**src/rtl/multicycle_ctrl.sv**
```systemverilog
// multicycle_ctrl: multi-cycle MIPS control FSM (IF/ID/EXE/MEM/WB/HALT).
// It runs one instruction at a time and talks to memory over a req/ack
// handshake (mem_rd/mem_wr, mem_ack). It also counts retired instructions.
// Inputs : clk, rst_n (async, active low), op, funct, zero, mem_ack
// Outputs: mem_rd, mem_wr, IRWre, PCWre, PCSrc, ExtSel1/ExtSel2, ALUSrcB,
//          ALUOp, RegDst, DBDataSrc, RegWre, illegal (sticky), halted,
//          state, retired
`timescale 1ns/1ps
module multicycle_ctrl #(
  parameter int unsigned CNT_W = 32
) (
  input  logic             clk,
  input  logic             rst_n,
  input  logic [5:0]       op,
  input  logic [5:0]       funct,
  input  logic             zero,
  input  logic             mem_ack,
  output logic             mem_rd,
  output logic             mem_wr,
  output logic             IRWre,
  output logic             PCWre,
  output logic [1:0]       PCSrc,
  output logic             ExtSel1,
  output logic             ExtSel2,
  output logic             ALUSrcB,
  output logic [2:0]       ALUOp,
  output logic             RegDst,
  output logic             DBDataSrc,
  output logic             RegWre,
  output logic             illegal,
  output logic             halted,
  output logic [2:0]       state,
  output logic [CNT_W-1:0] retired
);

  typedef enum logic [2:0] {
    S_IF   = 3'd0,
    S_ID   = 3'd1,
    S_EXE  = 3'd2,
    S_MEM  = 3'd3,
    S_WB   = 3'd4,
    S_HALT = 3'd7
  } state_e;

  state_e           state_q, state_d;
  logic             illegal_q;
  logic [CNT_W-1:0] retired_q;

  // opcode decode
  logic is_r, is_addu, is_subu, is_addiu, is_andi, is_ori, is_lui;
  logic is_lw, is_sw, is_beq, is_j, is_halt, is_legal;
  logic [1:0] ext_op;
  logic [2:0] alu_op;

  assign is_r     = (op == 6'b000000);
  assign is_addu  = is_r && (funct == 6'b100001);
  assign is_subu  = is_r && (funct == 6'b100011);
  assign is_addiu = (op == 6'b001001);
  assign is_andi  = (op == 6'b001100);
  assign is_ori   = (op == 6'b001101);
  assign is_lui   = (op == 6'b001111);
  assign is_lw    = (op == 6'b100011);
  assign is_sw    = (op == 6'b101011);
  assign is_beq   = (op == 6'b000100);
  assign is_j     = (op == 6'b000010);
  assign is_halt  = (op == 6'b111111);
  assign is_legal = is_addu | is_subu | is_addiu | is_andi | is_ori | is_lui |
                    is_lw | is_sw | is_beq;

  always_comb begin
    ext_op = 2'b01;
    if (is_lui)                ext_op = 2'b00;
    else if (is_andi | is_ori) ext_op = 2'b10;
  end

  always_comb begin
    alu_op = 3'b000;
    if (is_subu | is_beq) alu_op = 3'b001;
    else if (is_andi)     alu_op = 3'b010;
    else if (is_ori)      alu_op = 3'b011;
    else if (is_lui)      alu_op = 3'b100;
  end

  // next state and ungated strobes
  logic       retire, set_illegal;
  logic       rd_d, wr_d, irw_d, pcw_d, srcb_d, dst_d, db_d, rw_d;
  logic [1:0] pcsrc_d, ext_d;
  logic [2:0] alu_d;

  always_comb begin
    state_d     = state_q;
    retire      = 1'b0;
    set_illegal = 1'b0;
    rd_d        = 1'b0;
    wr_d        = 1'b0;
    irw_d       = 1'b0;
    pcw_d       = 1'b0;
    srcb_d      = 1'b0;
    dst_d       = 1'b0;
    db_d        = 1'b0;
    rw_d        = 1'b0;
    pcsrc_d     = 2'b00;
    ext_d       = 2'b00;
    alu_d       = 3'b000;
    case (state_q)
      S_IF: begin
        ext_d = 2'b01;
        rd_d  = 1'b1;
        if (mem_ack) begin
          irw_d   = 1'b1;
          state_d = S_ID;
        end
      end
      S_ID: begin
        ext_d = ext_op;
        alu_d = alu_op;
        if (is_j) begin
          pcw_d   = 1'b1;
          pcsrc_d = 2'b10;
          retire  = 1'b1;
          state_d = S_IF;
        end else if (is_halt) begin
          retire  = 1'b1;
          state_d = S_HALT;
        end else if (!is_legal) begin
          set_illegal = 1'b1;
          pcw_d       = 1'b1;
          state_d     = S_IF;
        end else begin
          state_d = S_EXE;
        end
      end
      S_EXE: begin
        ext_d  = ext_op;
        alu_d  = alu_op;
        srcb_d = !(is_r | is_beq);
        if (is_beq) begin
          pcw_d   = 1'b1;
          pcsrc_d = zero ? 2'b01 : 2'b00;
          retire  = 1'b1;
          state_d = S_IF;
        end else if (is_lw | is_sw) begin
          state_d = S_MEM;
        end else begin
          state_d = S_WB;
        end
      end
      S_MEM: begin
        ext_d  = ext_op;
        alu_d  = alu_op;
        srcb_d = 1'b1;
        rd_d   = is_lw;
        wr_d   = is_sw;
        if (mem_ack) begin
          if (is_sw) begin
            pcw_d   = 1'b1;
            retire  = 1'b1;
            state_d = S_IF;
          end else begin
            state_d = S_WB;
          end
        end
      end
      S_WB: begin
        ext_d   = ext_op;
        alu_d   = alu_op;
        srcb_d  = !is_r;
        rw_d    = 1'b1;
        dst_d   = is_r;
        db_d    = is_lw;
        pcw_d   = 1'b1;
        retire  = 1'b1;
        state_d = S_IF;
      end
      S_HALT: state_d = S_HALT;
      default: state_d = S_IF;
    endcase
  end

  always_ff @(posedge clk or negedge rst_n) begin
    if (!rst_n) begin
      state_q   <= S_IF;
      illegal_q <= 1'b0;
      retired_q <= '0;
    end else begin
      state_q <= state_d;
      if (set_illegal) illegal_q <= 1'b1;
      if (retire)      retired_q <= retired_q + CNT_W'(1);
    end
  end

  // Outputs are forced low while rst_n is asserted; the reset state IF
  // would otherwise present a fetch request during reset.
  assign mem_rd    = rst_n & rd_d;
  assign mem_wr    = rst_n & wr_d;
  assign IRWre     = rst_n & irw_d;
  assign PCWre     = rst_n & pcw_d;
  assign PCSrc     = rst_n ? pcsrc_d : 2'b00;
  assign ExtSel1   = rst_n & ext_d[1];
  assign ExtSel2   = rst_n & ext_d[0];
  assign ALUSrcB   = rst_n & srcb_d;
  assign ALUOp     = rst_n ? alu_d : 3'b000;
  assign RegDst    = rst_n & dst_d;
  assign DBDataSrc = rst_n & db_d;
  assign RegWre    = rst_n & rw_d;
  assign illegal   = rst_n & illegal_q;
  assign halted    = rst_n & (state_q == S_HALT);
  assign state     = rst_n ? state_q : S_IF;
  assign retired   = rst_n ? retired_q : '0;

endmodule

```
**config.mk**
```make
export PLATFORM = sky130hd
export DESIGN_NAME = multicycle_ctrl
export DESIGN_NICKNAME = d
export VERILOG_FILES = /design/src/rtl/multicycle_ctrl.sv
export SDC_FILE = /design/constraint.sdc
export NUM_CORES = 1
export LEC_CHECK = 0
export CORE_ASPECT_RATIO = 1.25
export CORE_MARGIN = 1
export CORE_UTILIZATION = 52
export CTS_CLUSTER_DIAMETER = 100
export DETAILED_ROUTE_END_ITERATION = 10
export PLACE_DENSITY = 0.92
export REMOVE_ABC_BUFFERS = 1
export SYNTH_ARGS = -nofsm -noshare
export SYNTH_HDL_FRONTEND = slang
export SYNTH_SLANG_ARGS = --single-unit
```
**constraint.sdc**
```tcl
create_clock -name clk -period 5.99 [get_ports clk]
set_input_delay 1.198 -clock clk [delete_from_list [all_inputs] [get_ports clk]]
set_output_delay 1.198 -clock clk [all_outputs]
set_load 0.1 [all_outputs]
```
==> flow_summary.ini, run 1 <==
[floorplan]
die_area_sq_um = 4970
rows = 27
initial_core_util_pct = 54.7
core_area_sq_um = 4460
io_pins = 68
die_h_microns = 78.6
die_w_microns = 63.3

[clock_tree]
clockRootBuffer = clkbuf_8
clock_sinks = 36
h-tree-depth = 2
hold_buffers = 0
cts_made_buffers = 5
clockBufferDepth = 2
cts_setup_buffers = 0
clk_pin_slew_worst_paths_ps = 70
cts_tree = done
clk_latency_ps = 290
post_cts_resize_count = 0

[pwr]
p_sw_uw = 204
comb_power_share_pct = 25.6
p_leak_uw = 0.00136
p_sw_share_pct = 34.3
p_int_uw = 390
p_seq_share_pct = 44.8
power_density_nw_per_um2 = 187
p_clk_share_pct = 29.5
ir_drop_mv = 0.156

[place]
globalplace.congestion = 0.894
dp_hpwl_microns = 3990
dpl-instance-area_sq_um = 3080
post-place-ws_ps = 1210
port_buffers = 67

[routing]
viasPerCell = 5.63
drc = 0
via_count = 2183
routedWlPerCell_microns = 13.5
ant_nets = 0
top_layer = met4
drt-pass1-iter-count = 5
routed_wl_microns = 5240
met2_length_microns = 2590
wl_met3_microns = 351
m1WireLength_microns = 2160
drt-initial-drc-count = 64

[run_status]
status = complete, no violations

[sta]
rsz0062_at_grt = no
final_hold_viol_count = 0
fin_crit_ps = 4810
fin_hold_ws_ps = 470
fin_setup_tns_ps = 0
timing.slew.headroom_pct = 33.3
final-setup-viol-count = 0
tightest_slew_ps = 997
drv_slew = 0
fin_ws_ps = 1180
clock.fmax_mhz = 208
period_share_pct = 80.4
fin_skew_ps = 7.70

[logic_synthesis]
synthFlopType = dfrtp_1
synth_edf_count = 0
async_flop_share_pct = 100
synthCells = 267
ys_types = 54
ys_ff_latch = 36
seq_area_frac_synth_pct = 36.9
syn_area_per_cell_sq_um = 9.14
syn-cell-area_sq_um = 2440
yosysWarnings = 0

[layout]
design_area_sq_um = 3170
drive_above_1_share_pct = 15.2
finish.utilization_pct = 71.1
nets = 346
seq_area_sq_um = 901
diodes = 0
area_growth_syn_to_layout_pct = 30.0
multi_input_area_sq_um = 1410
n_fill_cell = 338
mostFrequentLayoutCell = clkdlybuf4s50_1
mostFrequentLayoutCells = clkdlybuf4s50_1 (57), dfrtp_1 (36), and2_1 (33)

[critical_path]
cp.arrival_ps = 3620
path_max_fanout = 12
crit_chain = clkdlybuf4s50_1 > and4b_4 > and4_1 > clkdlybuf4s50_1
cpMostUsedCell = clkdlybuf4s50_1
ff2ff_setup_slack_ps = 3610
crit_slowest_cell = clkdlybuf4s50_1
critPathKind = in -> out
r2r-end = retired_q[27]
start_kind = input port
rr_worst_depth = 5
timing.rr.start = state_q[2]
cpPeakStageDelay_ps = 1130
crit_family = buffers and inverters
cp.required_ps = 4790
cp_num_buf_inv = 2
critPathCaptureType = primary output

[min_path]
holdCritPathClass = reg -> reg
worstHoldStart = illegal_q
whs_path_depth = 1
hold_end = illegal_q

[global_route]
grt_pass1_vias = 2064
gr-usage-all-layers_pct = 23.3
grt_max_degree = 37
antenna_found_initial = 0
grt.overflow.total = 0
grt_pass1_wl_microns = 9060

[run]
cap_violations = 0
[cell type report]
class,count,area share [%]
sequential,36,28.4
clock buffer,6,2.60
inverter,10,1.18
clock inverter,2,0.316
tap,58,2.29
timing repair buffer,69,20.7
multi-input combinational,207,44.5
[synth_stat cells (5+ instances only)]
master	n	share of area (%)
nor3_2	5	2.1
nand4_1	7	1.8
clkbuf_1	5	0.77
nor2_1	22	3.4
o21ai_0	5	1.0
dfrtp_1	36	37
and2_1	33	8.5
nor3_1	11	2.3
nand2_1	23	3.5
nand3_1	10	2.1
a21oi_1	5	1.0
xnor2_1	20	7.2
nand3_2	7	2.9
and3_1	8	2.1
xor2_1	13	4.7
inv_1	10	1.5
[kinds of logic after synthesis]
logic type / share of synthesized area (%)
and+or+nand+nor: 36.9
DFF: 36.9
xor gates and xnor gates: 11.8
buffers and inverters: 5.28
AOI/OAI and AO/OA: 7.08
muxes: 1.03
adders and majority gates: 0.923
[sequential cells by signal (all words and copies together), names as in the netlist]
register / count
retired_q: 32
state_q: 3
illegal_q: 1
[stage by stage]
step / total power [uW] / instances
6_report: 594 / 388
3_5_place_dp: 423 / 380
3_3_place_gp: 421 / 380
2_1_floorplan: 375 / 253
5_1_grt: 622 / 388
4_1_cts: 599 / 388
[routing by layer]
layer  vias up  GRT usage, %
li1       1036             -
met1      1035          25.5
met2       101          41.4
met3        11          6.10
met4         0          11.1
met5         -             0
[worst max-delay path by stage]
stage          start       end  slack (ps)  cells past startpoint
2_1_floorplan  op[2]  PCSrc[1]         270                      3
4_1_cts        op[3]  PCSrc[0]        1200                      4
3_3_place_gp   op[3]  PCSrc[0]        1230                      4
6_report       op[3]  PCSrc[0]        1180                      4
3_5_place_dp   op[3]  PCSrc[0]        1210                      4
5_1_grt        op[3]  ALUOp[2]        1090                      4
[power groups by stage]
| stage | logic (uW) | registers (uW) | clock network [uW] |
|---|---|---|---|
| after floorplan | 107 | 268 | 0 |
| after global placement | 151 | 270 | 0 |
| after detailed placement | 152 | 271 | 0 |
| after CTS | 153 | 266 | 180 |
| after global routing | 163 | 269 | 190 |
| final | 152 | 266 | 175 |
No activity file was read; power rests on OpenSTA's default activity.
==> inputs of run 2 (changes only) <==
Settings changed: CORE_UTILIZATION 52 to 48, PLACE_DENSITY 0.92 to 0.86.
Clock period 5.99 ns to 4.8 ns, I/O delays scaled along.
==> run 2 against run 1 <==
Effect of this change: clock-buffer cell count is 1 lower; worst hold slack better by 4.4 ps; sequential share of layout area is 0.87 points higher; non-clock buffer count is 1 lower; global-route usage is 1.6 points lower; die area is 8.1% higher.
==> flow_summary.ini, run 2 (synthesized netlist as in run 1, its figures left out) <==
[run_status]
status = complete, no violations

[sta]
fin_skew_ps = 3.04
fin_crit_ps = 4030
final-setup-viol-count = 0
drv_slew = 0
clock.fmax_mhz = 248
rsz0062_at_grt = no
fin_setup_tns_ps = 0
timing.slew.headroom_pct = 52.2
tightest_slew_ps = 710
period_share_pct = 84.1
final_hold_viol_count = 0

[layout]
top_register = retired_q
layout.cells.non_filler = 389
nets = 345
largest_reg_flops = 32
finish.utilization_pct = 64.1
diodes = 0
mostFrequentLayoutCells = buf_4 (53), dfrtp_1 (36), and2_1 (33)
n_fill_cell = 417
mostFrequentLayoutCell = buf_4
drive_above_1_share_pct = 28.0
largestRegisters = retired_q x32, state_q x3, illegal_q x1
multi_input_area_sq_um = 1410
seq_area_sq_um = 901
area_growth_syn_to_layout_pct = 26.2

[clock_tree]
h-tree-depth = 2
post_cts_resize_count = 0
cts_made_buffers = 5
clockBufferDepth = 2
clockRootBuffer = clkbuf_8
clk_latency_ps = 290
cts_setup_buffers = 0
cts_tree = done
hold_buffers = 0
clock_sinks = 36
clk_pin_slew_worst_paths_ps = 70

[routing]
routed_wl_microns = 5320
viasPerCell = 5.41
routedWlPerCell_microns = 13.7
via_count = 2106
drc = 0
drt-pass1-iter-count = 4
ant_nets = 0
drt-initial-drc-count = 112

[global_route]
antenna_found_initial = 0
grt_pass1_wl_microns = 8940
gr-usage-all-layers_pct = 21.7
grt.overflow.total = 0
grt_max_degree = 53
grt_pass1_vias = 1998

[floorplan]
rows = 28
io_pins = 68
die_h_microns = 81.7
die_w_microns = 65.8
initial_core_util_pct = 50.8
die_area_sq_um = 5370
core_area_sq_um = 4800

[place]
globalplace.congestion = 0.827
dp_hpwl_microns = 3950
dp.cells = 381
port_buffers = 67

[critical_path]
cp.arrival_ps = 3070
path_max_fanout = 12
critPathCaptureType = primary output
crit_chain = clkdlybuf4s50_1 > nand4_1 > or4_4 > a21oi_4 > nor2_1 > a21oi_1 > buf_4
cpPeakStageDelay_ps = 740
critPathKind = in -> out
crit_slowest_cell = clkdlybuf4s50_1
cp.required_ps = 3840
start_kind = input port

[pwr]
power_uw = 786
power_density_nw_per_um2 = 255
p_leak_uw = 0.00144
ir_drop_mv = 0.162

[min_path]
holdCritPathClass = reg -> reg

[run]
cap_violations = 0
[run 2: changes by cell type in the layout (fill, tap and decap cells not counted), sizes merged]
cell / before / now
clkdlybuf4s50: 57 / 14
clkbuf: 6 / 5
clkinvlp: 0 / 1
clkinv: 2 / 1
bufinv: 0 / 1
buf: 12 / 54
[run 2: power breakdown]
part           internal, uW  switching, uW  total [uW]
logic                  53.1            135         188
registers               315           17.8         333
clock network           154            111         265
total                   522            264         786
[run 2: layer usage]
| layer | vias up | track usage (%) | part of all wire (%) |
|---|---|---|---|
| met4 | 0 | 10.9 | 2.9 |
| met1 | 952 | 25.0 | 42 |
| met2 | 102 | 37.3 | 49 |
| met3 | 17 | 4.72 | 6.4 |
| li1 | 1035 | - | - |
| met5 | - | 0 | 0 |
[run 2: worst paths after layout]
| path | start | endpoint | slack [ps] | cells after the start |
|---|---|---|---|---|
| min in group asynchronous | rst_n | retired_q[13] | 600 | 1 |
| max | op[3] | PCWre | 770 | 7 |
| min | illegal_q | illegal_q | 470 | 1 |
| max reg2reg | state_q[2] | retired_q[29] | 2380 | 5 |
| min reg2reg | illegal_q | illegal_q | 470 | 1 |
| max in group asynchronous | rst_n | retired_q[26] | 3390 | 2 |
[run 2: cell type report]
| cell class | count | area share (%) |
|---|---|---|
| well taps | 60 | 2.44 |
| multi-input cells | 207 | 45.8 |
| inverters | 10 | 1.22 |
| flip-flops and latches | 36 | 29.3 |
| repair buffers | 68 | 17.6 |
| clock buffers | 5 | 2.24 |
| clock inverters | 3 | 1.38 |
[run 2: worst max-delay path, delay by kind of cell]
| family | cells | cell delay [ps] |
|---|---|---|
| AND/OR/NAND/NOR | 3 | 690 |
| AO/OA/AOI/OAI | 2 | 360 |
| buffers and inverters | 2 | 1060 |
[run 2: stage by stage]
| step | setup slack [ps] | area [sq um] | hold slack (ps) |
|---|---|---|---|
| CTS | 806 | 3080 | 472 |
| global placement | 854 | 2970 | 453 |
| global route | 621 | 3080 | 491 |
| finish | 765 | 3080 | 474 |
| floorplan | -441 | 2350 | 434 |
| detailed placement | 813 | 2970 | 456 |
